==> config.mk <==
export PLATFORM = sky130hd
export DESIGN_NAME = comp2_arb
export DESIGN_NICKNAME = d
export VERILOG_FILES = /design/src/rtl/comp2_pkg.sv /design/src/rtl/comp2.sv /design/src/rtl/comp2_arb.sv
export SDC_FILE = /design/constraint.sdc
export NUM_CORES = 1
export LEC_CHECK = 0
export CORE_ASPECT_RATIO = 2
export CORE_UTILIZATION = 43
export CTS_BUF_LIST = sky130_fd_sc_hd__clkbuf_16
export DETAILED_ROUTE_END_ITERATION = 12
export GPL_TIMING_DRIVEN = 1
export PLACE_DENSITY_LB_ADDON = 0.25
export SETUP_SLACK_MARGIN = 0.3
export SYNTH_ARGS = -nofsm -noshare
export SYNTH_HDL_FRONTEND = slang
export SYNTH_SLANG_ARGS = --single-unit
==> constraint.sdc <==
create_clock -name clk -period 4.5 [get_ports clk]
set_input_delay 0.9 -clock clk [delete_from_list [all_inputs] [get_ports clk]]
set_output_delay 0.9 -clock clk [all_outputs]
set_load 0.1 [all_outputs]
==> src/rtl/comp2_pkg.sv <==
// rtl/comp2_pkg.sv - shared defaults, state encoding and helpers for the comp2 arbiter
package comp2_pkg;
  localparam int DEF_W    = 8;
  localparam int DEF_NREQ = 4;

  localparam logic [DEF_W-1:0] MOST_NEG = {1'b1, {(DEF_W-1){1'b0}}};

  typedef enum logic {
    EMPTY = 1'b0,
    FULL  = 1'b1
  } state_t;

  function automatic int clog2(input int n);
    int r;
    r = 0;
    while ((1 << r) < n) r++;
    return r;
  endfunction
endpackage

==> src/rtl/comp2.sv <==
// rtl/comp2.sv - W-bit two's-complement negator
module comp2 #(
  parameter int W = comp2_pkg::DEF_W
) (
  input  logic [W-1:0] a,
  output logic [W-1:0] y
);
  assign y = ~a + W'(1);
endmodule

==> src/rtl/comp2_arb.sv <==
// rtl/comp2_arb.sv - round-robin arbiter sharing one comp2 negator
// between NREQ requesters, with a single-entry registered output stage.
module comp2_arb
  import comp2_pkg::*;
#(
  parameter int NREQ = DEF_NREQ,
  parameter int W    = DEF_W,
  parameter int IDW  = clog2(NREQ)
) (
  input  logic              clk,
  input  logic              rst_n,
  input  logic [NREQ-1:0]   req_valid,
  input  logic [NREQ*W-1:0] req_data,
  output logic [NREQ-1:0]   req_ready,
  output logic              res_valid,
  input  logic              res_ready,
  output logic [W-1:0]      res_data,
  output logic [IDW-1:0]    res_id,
  output logic              res_ovf
);
  state_t         state_q, state_d;
  logic [IDW-1:0] rr_ptr;
  logic [IDW-1:0] gnt_id;
  logic           any_valid;
  logic           can_issue;
  logic           xfer;
  logic [W-1:0]   opnd;
  logic [W-1:0]   neg;

  // rst_n gating keeps the grant low for the whole reset assertion
  assign can_issue = rst_n && ((state_q == EMPTY) || res_ready);

  always_comb begin
    int j;
    j         = 0;
    gnt_id    = '0;
    any_valid = 1'b0;
    for (int k = 0; k < NREQ; k++) begin
      j = int'(rr_ptr) + k;
      if (j >= NREQ) j = j - NREQ;
      if (!any_valid && req_valid[j]) begin
        any_valid = 1'b1;
        gnt_id    = IDW'(j);
      end
    end
  end

  assign xfer      = can_issue && any_valid;
  assign req_ready = xfer ? (NREQ'(1) << gnt_id) : '0;
  assign opnd      = req_data[int'(gnt_id)*W +: W];

  comp2 #(.W(W)) u_comp2 (
    .a (opnd),
    .y (neg)
  );

  always_ff @(posedge clk or negedge rst_n) begin
    if (!rst_n) state_q <= EMPTY;
    else        state_q <= state_d;
  end

  // A refill in the same cycle as a drain keeps FULL, giving zero bubble
  always_comb begin
    state_d = state_q;
    if (xfer)                               state_d = FULL;
    else if ((state_q == FULL) && res_ready) state_d = EMPTY;
  end

  assign res_valid = (state_q == FULL);

  always_ff @(posedge clk or negedge rst_n) begin
    if (!rst_n) begin
      res_data <= '0;
      res_id   <= '0;
      res_ovf  <= 1'b0;
      rr_ptr   <= '0;
    end else if (xfer) begin
      res_data <= neg;
      res_id   <= gnt_id;
      res_ovf  <= (opnd == MOST_NEG);
      rr_ptr   <= (gnt_id == IDW'(NREQ-1)) ? '0 : gnt_id + IDW'(1);
    end
  end
endmodule

==> results_dict.tcl, run 1 <==
set metrics [dict create \
    grt_overflow 0 \
    crit_path_top_delay_cell "clkdlybuf4s50_1" \
    pin_count 55 \
    cp_max_fo 9 \
    synth_nets 163 \
    max_cap_violations 0 \
    drtIter0Drc 25 \
    peakVddDrop_v 0.0004240 \
    syn_area_per_cell_um2 9.484 \
    worst_slew_pin_slew_ns 0.9981 \
    rsz0062_at_grt "no" \
    cts_tree "built" \
    hold_buffers 0 \
    grt_pass1_vias 1116 \
    use_met1_pct 21.85 \
    fin_crit_sh_pct 84.50 \
    grt_use_met3_pct 1.791 \
    synth_cell_type_count 33 \
    insertion_delay_ns 0.24 \
    place_congestion 0.8030 \
    min_period_ns 3.802 \
    synth_area_um2 1129 \
    cp-end-kind "output port" \
    tns_ns 0 \
    via_per_inst 5.488 \
    drc 0 \
    dp_hpwl_mm 2.314 \
    reg2reg_slack_ns 1.82 \
    critical_path_class "input pin to output port" \
    antenna_cells 0 \
    htreeDepth 1 \
    cts_sinks 14 \
    ys_warn_count 0 \
    busiest_layer "met2" \
    utilization_pct 72.28 \
    critPathRequiredTime_ns 3.60 \
    hold_class "flop to flop" \
    arrival_ns 2.90 \
    startpoint_type "input pin" \
    p_leak_nw 0.8032 \
    routedWlPerCell_um 13.90 \
    dr.pass1.iters 4 \
    wl_mm 2.822 \
    worst_slack_ns 0.6976 \
    start_util_pct 45.05 \
    clk_pin_slew_worst_paths_ns 0.05 \
    vias 1114 \
    outcome "finished clean" \
    fin_nets 220 \
    num-fill-cells 189 \
    grt_max_degree 23 \
    dieArea_um2 2846 \
    ys_seq_area_share_pct 31.04 \
    synth-seq-cells 14 \
    final-max-slew-violation-count 0 \
    layout-drive-gt1-share_pct 13.14 \
    post_cts_buffers 0 \
    clk_path_buf_depth 2 \
    syn_inst 119 \
    fp.dieW_um 38.23 \
    fin_skew_ns 0.001247 \
    root_buffer "clkbuf_16" \
    antenna_left 0 \
    pre_cts_ws_ns 0.7175 \
    grt_antenna_before_repair 0 \
    grt_use_met2_pct 42.94 \
    hold_violations 0 \
    grt_use_total_pct 22.39 \
    register_area_um2 350.3 \
    grt_pass1_wl_mm 4.560 \
    path_cells "clkdlybuf4s50_1, nand2b_1, a21oi_1, a211oi_4, inv_1, ha_1, and2_1, buf_12" \
    cts_inserted_buffers 3 \
    areaGrowthSynthToFinish_pct 60.42 \
    fmax_mhz 263.0 \
    placement.io_buffers 54 \
    core_area_um2 2505 \
    ctsResizeCount 0 \
    cellPowerDensity_nw_per_um2 625.0 \
    die_height_um 74.45 \
    relSlewSlack_pct 33.25 \
    rows 26 \
    multi_input_area_um2 721.9 \
    finalSetupViolCount 0 \
    slowest_delay_ns 0.55 \
]
worst paths after layout:
| check | startpoint | depth (start not counted) | endpoint |
|---|---|---|---|
| max reg2reg | rr_ptr[0]$_DFFE_PN0P_ | 9 | res_ovf$_DFFE_PN0P_ |
| min | res_data[6]$_DFFE_PN0P_ | 2 | res_data[6]$_DFFE_PN0P_ |
| max | req_valid[1] | 8 | req_ready[2] |
| max in group asynchronous | rst_n | 2 | res_valid$_DFFE_PN0P_ |
| min reg2reg | res_data[6]$_DFFE_PN0P_ | 2 | res_data[6]$_DFFE_PN0P_ |
| min in group asynchronous | rst_n | 2 | res_id[0]$_DFFE_PN0P_ |
logic make-up after synthesis:
kind of cell	share of synthesized area, %
AO/OA/AOI/OAI	11.53
XOR/XNOR	2.329
adder cells (fa/ha/maj)	5.543
buffers and inverters	5.654
flip-flops	31.04
multiplexers	23.50
AND/OR/NAND/NOR	20.40
power breakdown:
part           leakage, nW  internal [W]  switching [W]
registers            0.172      0.000171      0.0000314
clock network       0.0385      0.000117      0.0000514
logic                0.593      0.000250       0.000511
routing by layer:
layer | part of all wire [%] | wire length (um)
met1 | 34 | 951
met2 | 61 | 1709
met3 | 3.8 | 108
met4 | 1.8 | 52
met5 | 0 | 0
cells in the mapped netlist (all sizes together):
cell type | number | area (um2)
ha | 5 | 62.56
nor3 | 1 | 5.000
a221o | 1 | 10.01
nand3 | 5 | 37.54
nor2 | 5 | 26.27
and2 | 4 | 25.02
dfrtp | 14 | 350.3
xnor2 | 1 | 8.760
o311a | 1 | 10.01
inv | 5 | 21.27
xor2 | 2 | 17.52
buf | 2 | 31.28
a21oi | 4 | 20.02
o21ai | 8 | 40.03
a21o | 1 | 7.510
o22ai | 1 | 6.260
mux2i | 16 | 160.2
mux2 | 8 | 105.1
nand2b | 4 | 25.02
o41ai | 1 | 8.760
clkbuf | 3 | 11.26
o211ai | 2 | 15.01
or4 | 3 | 22.52
nor2b | 1 | 6.260
a211oi | 1 | 12.51
nand2 | 20 | 82.58
metrics by stage:
step,std cells,area (um2),power [W],hold slack (ns)
finish,203,1810,0.001132,0.4865
floorplan,119,1129,0.0007799,0.5285
global placement,199,1732,0.0009503,0.4613
CTS,203,1810,0.001135,0.4845
global route,203,1810,0.001186,0.5007
detailed placement,199,1732,0.0009643,0.4746
critical path: cells and delay by family:
kind            cells  cell delay (ns)
compound gates      2             0.59
simple gates        2             0.31
fa+ha+maj           1             0.24
buf+inv             3             0.87
layout by cell type, fill, tap and decap left out, types with 2 or more instances in the layout:
cell type	n
inv_1	4
mux2_2	4
and2_1	4
clkbuf_16	3
nand3_1	4
mux2i_1	16
xor2_1	2
or4_1	3
buf_4	3
nand2b_1	4
clkdlybuf4s50_1	50
nor2_1	4
a21oi_1	4
buf_12	4
o211ai_1	2
dfrtp_1	14
nand2_1	19
mux2_4	4
o21ai_0	7
ha_1	5
registers in the layout, indices dropped and copies added (netlist names):
register   cells
res_valid      1
rr_ptr         2
res_data       8
res_ovf        1
res_id         2
area by class of cell:
class | instances | area share (%)
multi-input cells | 95 | 39.88
repair buffers | 57 | 33.31
flip-flops and latches | 14 | 19.35
clock buffers | 3 | 4.147
well taps | 28 | 1.935
inverters | 5 | 1.175
clock inverters | 1 | 0.2073
No activity file was read; power rests on OpenSTA's default activity.
==> run 2: changes to the inputs <==
CORE_UTILIZATION = 36   (was 43)
clock period = 3.3 ns   (was 4.5 ns; I/O delays follow)
==> results_dict.tcl, run 2 (synthesized netlist as in run 1, its figures left out) <==
set metrics [dict create \
    peakVddDrop_v 0.0005282 \
    fin_skew_ns 0.002598 \
    top_register "res_data" \
    areaGrowthSynthToFinish_pct 79.05 \
    die_height_um 81.18 \
    via_per_inst 5.315 \
    critical_path_class "input pin to output port" \
    dp_hpwl_mm 2.383 \
    core_area_um2 2978 \
    finalPower_w 0.001714 \
    layoutNonFillerInstCount 219 \
    grt_overflow 0 \
    fmax_mhz 351.9 \
    drc 0 \
    hold_violations 0 \
    insertion_delay_ns 0.24 \
    antenna_cells 0 \
    drtIter0Drc 27 \
    p_leak_nw 0.9438 \
    grt_use_total_pct 20.71 \
    layout_commonest_cell "clkdlybuf4s50_1" \
    htreeDepth 1 \
    fp.dieW_um 41.59 \
    vias 1164 \
    finalSetupViolCount 0 \
    worst_slack_ns 0.4581 \
    hold_ws_ns 0.4829 \
    cp-end-kind "output port" \
    cts_tree "built" \
    cellPowerDensity_nw_per_um2 848.4 \
    grt_max_degree 15 \
    cp_max_fo 4 \
    dieArea_um2 3376 \
    outcome "finished clean" \
    rows 28 \
    cts_sinks 14 \
    pin_count 55 \
    antenna_left 0 \
    routedWlPerCell_um 13.89 \
    startpoint_type "input pin" \
    grt_pass1_vias 1232 \
    grt_pass1_wl_mm 5.278 \
    final_cell_mix "clkdlybuf4s50_1 (34), buf_4 (22), nand2_1 (19)" \
    grt_antenna_before_repair 0 \
    tns_ns 0 \
    fin_crit_sh_pct 86.12 \
    arrival_ns 2.18 \
    max_cap_violations 0 \
    wl_mm 3.042 \
    cts_inserted_buffers 3 \
    top_regs "res_data (8), res_id (2), rr_ptr (2)" \
    pre_cts_ws_ns 0.04711 \
    hold_class "flop to flop" \
    rsz0062_at_grt "no" \
    dr.pass1.iters 4 \
    relSlewSlack_pct 71.58 \
    start_util_pct 37.90 \
    root_buffer "clkbuf_16" \
    critPathRequiredTime_ns 2.64 \
    worst_slew_pin_slew_ns 0.4218 \
    layout-drive-gt1-share_pct 31.22 \
    clk_pin_slew_worst_paths_ns 0.05 \
    largest_register_ff_count 8 \
    final-max-slew-violation-count 0 \
    placement.io_buffers 54 \
    clk_path_buf_depth 2 \
    place_inst 204 \
    place_congestion 0.8290 \
    fin_nets 234 \
    min_period_ns 2.842 \
]
run 2: cell count changes in the layout (fill, tap and decap cells not counted), moves of 3 or more:
cell	change
and2_1	-3
and2_4	+3
buf_12	+3
buf_4	+19
buf_6	+3
clkdlybuf4s50_1	-16
run 2: final timing paths:
path                                               from                      end  slack, ns  cells past startpoint
worst max-delay path                       req_valid[1]             req_ready[2]       0.46                     10
worst min-delay path            res_data[1]$_DFFE_PN0P_  res_data[1]$_DFFE_PN0P_       0.48                      2
worst max register to register    rr_ptr[0]$_DFFE_PN0P_      res_ovf$_DFFE_PN0P_       0.73                     10
worst min register to register  res_data[1]$_DFFE_PN0P_  res_data[1]$_DFFE_PN0P_       0.48                      2
max in group asynchronous                         rst_n      res_ovf$_DFFE_PN0P_       2.35                      2
min in group asynchronous                         rst_n    rr_ptr[0]$_DFFE_PN0P_       0.78                      2
run 2: power breakdown:
group	leakage, nW	total (W)	switching [W]	internal [W]
registers	0.172	0.000278	0.0000454	0.000233
logic	0.734	0.00121	0.000739	0.000468
clock network	0.0385	0.000229	0.0000692	0.000160
run 2: timing repair:
action                                  CTS  global route
endpoints found under the hold margin     0             0
cloned                                    1             0
pin swaps                                 4             2
hold buffers                              0             0
gates resized for setup                  14             8
buffers inserted                         10             0
endpoints found under the setup margin    5             7
run 2: worst max-delay path: stages:
cell and delay, ns:
dlygate4sd2_1 0.25, buf_6 0.12, a21o_1 0.15, a21oi_1 0.12
nor2_1 0.08, nor2_4 0.21, buf_6 0.13, ha_1 0.14
and2_4 0.15, buf_12 0.16
run 2: metrics by stage:
stage / cell area (um2) / utilization, %
after floorplan: 1129 / -
after global placement: 1739 / 58.40
after detailed placement: 1739 / 58.40
after CTS: 1988 / 66.76
after global routing: 2021 / 67.86
final: 2021 / 67.86
run 2: metal layers:
layer | vias to the layer above | part of all wire [%] | track usage, %
met5 | - | 0 | 0
met4 | 0 | 6.9 | 16.45
met3 | 17 | 4.4 | 2.444
met2 | 56 | 55 | 38.13
met1 | 531 | 33 | 20.22
li1 | 560 | - | -
run 2: cell type report:
cell class | instances | area, um2
inverters | 5 | 23.77
repair buffers | 71 | 752.0
multi-input cells | 95 | 778.2
clock inverters | 1 | 3.754
fillers | 240 | 957.2
clock buffers | 3 | 75.07
well taps | 30 | 37.54
flip-flops and latches | 14 | 350.3
